File: config.mk
export PLATFORM = sky130hd
export DESIGN_NAME = mag_window_stats
export DESIGN_NICKNAME = d
export VERILOG_FILES = /design/src/rtl/mag_window_stats.sv
export SDC_FILE = /design/constraint.sdc
export NUM_CORES = 1
export LEC_CHECK = 0
export CAP_MARGIN = 20
export CORE_MARGIN = 2
export CORE_UTILIZATION = 59
export DETAILED_ROUTE_END_ITERATION = 8
export GPL_TIMING_DRIVEN = 0
export PLACE_DENSITY = 0.86
export RECOVER_POWER = 50
export SLEW_MARGIN = 5
export SYNTH_ARGS = -nofsm -noshare
export SYNTH_HDL_FRONTEND = slang
export SYNTH_SLANG_ARGS = --single-unit
File: constraint.sdc
create_clock -name clk -period 5.2 [get_ports clk]
set_input_delay 0.78 -clock clk [delete_from_list [all_inputs] [get_ports clk]]
set_output_delay 0.78 -clock clk [all_outputs]
set_load 0.005 [all_outputs]
File: src/rtl/mag_window_stats.sv
// mag_window_stats
//   Windowed statistics on an 8-bit magnitude stream. A window holds
//   2^WINDOW_LOG2 accepted samples. When a window closes, the block latches
//   the truncated average, the maximum and the minimum, and updates a
//   hysteresis threshold alarm. The alarm has a saturating count of rising
//   events. After each window there is one REPORT cycle in which no sample
//   is accepted.
//
// Ports
//   clk, rst_n      clock; asynchronous active-low reset
//   i_ena           global enable (freezes all state except sync clear)
//   i_sync_clr      synchronous clear of the partial window, forces ACCUM
//   i_in_valid      sample present on i_in_mag
//   i_in_mag        unsigned magnitude sample
//   o_in_ready      high in ACCUM, low in REPORT
//   i_thresh        alarm threshold, sampled at window close
//   o_out_valid     high while in REPORT
//   o_out_avg/max/min  statistics of the last closed window
//   o_alarm         hysteresis alarm level
//   o_alarm_count   alarm rising events, saturating at 255
module mag_window_stats #(
   parameter int WINDOW_LOG2 = 3,
   parameter int HYST        = 4
) (
   input  logic       clk,
   input  logic       rst_n,
   input  logic       i_ena,
   input  logic       i_sync_clr,
   input  logic       i_in_valid,
   input  logic [7:0] i_in_mag,
   output logic       o_in_ready,
   input  logic [7:0] i_thresh,
   output logic       o_out_valid,
   output logic [7:0] o_out_avg,
   output logic [7:0] o_out_max,
   output logic [7:0] o_out_min,
   output logic       o_alarm,
   output logic [7:0] o_alarm_count
);

   localparam int         SW    = 8 + WINDOW_LOG2;
   localparam logic [8:0] HYST9 = 9'(HYST);

   typedef enum logic {ST_ACCUM = 1'b0, ST_REPORT = 1'b1} state_t;

   state_t                 r_state, w_state_nxt;
   logic [SW-1:0]          r_sum;
   logic [7:0]             r_max, r_min;
   logic [WINDOW_LOG2-1:0] r_cnt;
   logic [7:0]             r_avg_o, r_max_o, r_min_o;
   logic                   r_alarm;
   logic [7:0]             r_alarm_cnt;

   logic                   w_accept, w_close;
   logic [SW-1:0]          w_sum_nxt;
   logic [7:0]             w_max_nxt, w_min_nxt, w_avg_nxt;
   logic                   w_rise, w_fall;

   // A sample colliding with sync_clr is dropped, so it never counts as accepted.
   assign w_accept  = i_ena & i_in_valid & ~i_sync_clr & (r_state == ST_ACCUM);
   assign w_close   = w_accept & (r_cnt == '1);

   // Next-window values include the sample being accepted; at close they
   // are latched directly into the outputs.
   assign w_sum_nxt = r_sum + SW'(i_in_mag);
   assign w_max_nxt = (i_in_mag > r_max) ? i_in_mag : r_max;
   assign w_min_nxt = (i_in_mag < r_min) ? i_in_mag : r_min;
   assign w_avg_nxt = w_sum_nxt[SW-1:WINDOW_LOG2];

   // 9-bit compares so that avg+HYST cannot wrap.
   assign w_rise = ~r_alarm & ({1'b0, w_avg_nxt} >= {1'b0, i_thresh});
   assign w_fall =  r_alarm & (({1'b0, w_avg_nxt} + HYST9) < {1'b0, i_thresh});

   // State register
   always_ff @(posedge clk or negedge rst_n) begin
      if (!rst_n) r_state <= ST_ACCUM;
      else        r_state <= w_state_nxt;
   end

   // Next-state logic
   always_comb begin
      w_state_nxt = r_state;
      if (i_sync_clr) begin
         w_state_nxt = ST_ACCUM;
      end else if (i_ena) begin
         case (r_state)
            ST_ACCUM:  if (w_close) w_state_nxt = ST_REPORT;
            ST_REPORT: w_state_nxt = ST_ACCUM;
            default:   w_state_nxt = ST_ACCUM;
         endcase
      end
   end

   // Accumulators and latched results
   always_ff @(posedge clk or negedge rst_n) begin
      if (!rst_n) begin
         r_sum       <= '0;
         r_max       <= 8'd0;
         r_min       <= 8'd255;
         r_cnt       <= '0;
         r_avg_o     <= 8'd0;
         r_max_o     <= 8'd0;
         r_min_o     <= 8'd0;
         r_alarm     <= 1'b0;
         r_alarm_cnt <= 8'd0;
      end else if (i_sync_clr) begin
         r_sum <= '0;
         r_max <= 8'd0;
         r_min <= 8'd255;
         r_cnt <= '0;
      end else if (i_ena) begin
         if (r_state == ST_REPORT) begin
            r_sum <= '0;
            r_max <= 8'd0;
            r_min <= 8'd255;
            r_cnt <= '0;
         end else if (w_accept) begin
            r_sum <= w_sum_nxt;
            r_max <= w_max_nxt;
            r_min <= w_min_nxt;
            r_cnt <= r_cnt + 1'b1;
         end
         if (w_close) begin
            r_avg_o <= w_avg_nxt;
            r_max_o <= w_max_nxt;
            r_min_o <= w_min_nxt;
            if (w_rise) begin
               r_alarm <= 1'b1;
               if (r_alarm_cnt != 8'd255) r_alarm_cnt <= r_alarm_cnt + 8'd1;
            end else if (w_fall) begin
               r_alarm <= 1'b0;
            end
         end
      end
   end

   assign o_in_ready    = (r_state == ST_ACCUM);
   assign o_out_valid   = (r_state == ST_REPORT);
   assign o_out_avg     = r_avg_o;
   assign o_out_max     = r_max_o;
   assign o_out_min     = r_min_o;
   assign o_alarm       = r_alarm;
   assign o_alarm_count = r_alarm_cnt;

endmodule

==> qor.yml <==
place:
  gp_congestion: 0.878
  dp_cells: 507
  place_area_um2: 4460
  hpwl_um: 6110
  portBuffers: 55
clock_network:
  cts_resized: 0
  cts_buffers: 9
  clkTransAtPathRegs_ns: 0.07
  hold_buffers: 0
  tritoncts: "done"
  cts_root_buf: "clkbuf_8"
  clock_path_buffers: 2
  tritoncts_num_sinks: 64
  worstSkewPairLatency_ns: 0.34
  htreeDepth: 3
  post_cts_buffers: 0
sta:
  max_freq_mhz: 209
  min_period_over_period_pct: 91.9
  slew_viol_final: 65
  finalSetupViolCount: 0
  tightestPinTransition_ns: 3.41
  hold_slack_ns: 0.478
  hold_viol_final: 0
  maxSlewHeadroom_pct: -127
  period_minus_slack_ns: 4.78
  clock-skew-final_ns: 0.00709
  tns_ns: 0
  rsz0062_at_grt: "false"
synthesis:
  syn_inst: 375
  synth.distinct_cells: 53
  synth_edf_count: 0
  ys_seq_area_share_pct: 42.2
  synth_ff_type: "dfrtp_1"
  synth_warnings: 0
  synth-seq-cells: 64
  syn_nets: 438
  avgSynthCellArea_um2: 10.2
  async_reset_ff_share_pct: 100
  synthesis.area_um2: 3820
detailed_routing:
  vias: 3075
  viasPerCell: 5.88
  first_iter_violations: 153
  wl_per_cell_um: 16.4
  antenna_left: 0
  drc: 0
  dr.pass1.iters: 4
  routed_wl_um: 8570
status:
  status: "finished with violations"
  violations: "capacitance limit, slew limit"
critical_path:
  crit_type: "in2reg"
  worstPathCellList: "clkdlybuf4s50_1 -> ha_1 -> fa_1 -> a21o_1 -> a221oi_2 -> o21bai_2 -> nand3_1 -> xor2_1 -> inv_1 -> ha_1 -> a2111oi_0 -> nand2_1 -> a31oi_1 -> nor4_4 -> mux2_1"
  path_delay_family: "compound AO/OA/AOI/OAI gates"
  crit_buf_inv: 2
  cpMostUsedCell: "ha_1"
  cpPeakStageDelay_ns: 0.57
  cp.required_ns: 5.42
  crit_fanout: 8
  start_kind: "input pin"
  crit_path_top_delay_cell: "clkdlybuf4s50_1"
  cp.arrival_ns: 5.00
  cp-end-kind: "flip-flop"
global_routing:
  grt_pass1_vias: 3035
  grt_usage_pct: 25.6
  grt-ovfl-total: 0
  antenna_found_initial: 0
  grt_pass1_wl_um: 14400
  grt_max_degree: 65
floorplan:
  coreArea_um2: 6310
  rows: 29
  dieArea_um2: 7130
  die_h_um: 84.4
  dieWidth_um: 84.4
  ios: 56
  initial_core_util_pct: 60.5
cells_and_area:
  fin_cells: 523
  final_cell_area_um2: 4650
  syn_to_final_growth_pct: 21.9
  drive_gt1_share_pct: 9.42
  nets: 504
  n_fill_cell: 432
  antenna_cells: 0
worst_hold_path:
  hp-class: "reg2reg"
pwr:
  ir_worst_vdd_mv: 0.170
  power_density_nw_per_um2: 253
  leakagePower_nw: 2.36
job:
  max-cap-violations: 1
==> placed cells by master, fill, tap and decap left out, types with 7 or more instances in the layout <==
cell / n
ha_1: 41
dfrtp_1: 56
nand3_1: 11
dfstp_2: 8
clkbuf_8: 10
xnor2_1: 13
clkdlybuf4s50_1: 38
dlygate4sd3_1: 16
a21oi_1: 17
nor2_1: 20
inv_1: 27
o21ai_0: 8
o22a_1: 8
o21ai_1: 19
a21o_1: 7
nand2_1: 41
mux2i_1: 17
a22o_1: 15
==> cells in the mapped netlist (3+ instances only) <==
master    instances  area, um2
buf_2             4       20.0
a21oi_1          17       85.1
nand4_1           4       25.0
o21ai_0           8       40.0
nand2_1          41        154
o22a_1            8       70.1
o21ai_1          19       95.1
ha_1             41        513
nand3_1          11       55.1
xor2_1            4       35.0
dfrtp_1          56       1400
nor3_1            4       20.0
o21a_1            3       22.5
inv_1            27        101
dfstp_2           8        210
xnor2_1          13        114
clkbuf_1          3       11.3
nor2_1           20       75.1
nand2b_1          6       37.5
a21o_1            7       52.6
a22o_1           15        131
mux2i_1          17        170
==> cells by family (layout without fill, tap and decap cells) <==
kind of cell	after synthesis	count (layout)	synth area share, %
buffers and inverters	39	110	4.16
multiplexers	18	18	4.75
adder cells (fa/ha/maj)	42	42	14.0
AND/OR/NAND/NOR	99	99	12.9
AO/OA/AOI/OAI	94	94	17.3
flip-flops	64	64	42.2
XOR/XNOR	19	19	4.75
==> routing by layer <==
metal  wire length, um  vias to the layer above  global-route usage (%)
li1                  -                     1464                       -
met1              3930                     1514                    34.2
met2              4150                       75                    41.6
met3               292                       22                    3.93
met4               198                        0                    11.3
met5                 0                        -                       0
==> registers in the layout, indices dropped and copies added (netlist names) <==
| register | cells |
|---|---|
| r_sum | 11 |
| o_out_avg | 8 |
| r_max | 8 |
| r_min | 8 |
| o_alarm_count | 8 |
| o_out_min | 8 |
| o_out_max | 8 |
| o_alarm | 1 |
| o_out_valid | 1 |
| r_cnt | 3 |
==> through the flow <==
| stage | setup WS [ns] | power [mW] | util, % |
|---|---|---|---|
| floorplan | 1.26 | 0.680 | - |
| global placement | 0.194 | 0.741 | 70.7 |
| detailed placement | 0.131 | 0.749 | 70.7 |
| CTS | 0.487 | 1.18 | 73.8 |
| global route | 0.254 | 1.23 | 73.7 |
| finish | 0.423 | 1.18 | 73.7 |
==> path summary, 6_finish.rpt <==
path                              start               end  cells after the start  slack (ns)
max                         i_in_mag[0]  o_alarm_count[1]                     15        0.42
min                        o_out_max[4]      o_out_max[4]                      2        0.48
max reg2reg                    r_sum[0]  o_alarm_count[1]                     14        1.17
min reg2reg                o_out_max[4]      o_out_max[4]                      2        0.48
max in group asynchronous         rst_n          r_sum[5]                      1        1.69
min in group asynchronous         rst_n  o_alarm_count[4]                      1        1.58
==> report_power, final <==
| group | switching, mW | internal [mW] |
|---|---|---|
| clock network | 0.200 | 0.234 |
| logic | 0.128 | 0.0954 |
| registers | 0.00907 | 0.512 |
| total | 0.337 | 0.841 |
==> layout make-up <==
class                      count  area (um2)  share of cell area, %
multi-input combinational    272        2050                   44.0
sequential                    64        1610                   34.6
timing repair buffer          55         544                   11.7
clock buffer                  11         141                   3.04
inverter                      29         109                   2.34
tap                           77        96.3                   2.07
clock inverter                 5        56.3                   1.21
buffer                        10        48.8                   1.05
==> worst reg2reg max path, stage by stage (launching register included) <==
cell and delay (ns):
dfrtp_1 0.38, ha_1 0.21, fa_1 0.41, a21o_1 0.20, a221oi_2 0.33, o21bai_2 0.17
nand3_1 0.14, xor2_1 0.25, inv_1 0.12, ha_1 0.30, a2111oi_0 0.49, nand2_1 0.09
a31oi_1 0.36, nor4_4 0.15, mux2_1 0.33
(Power assumes the default switching activity.)
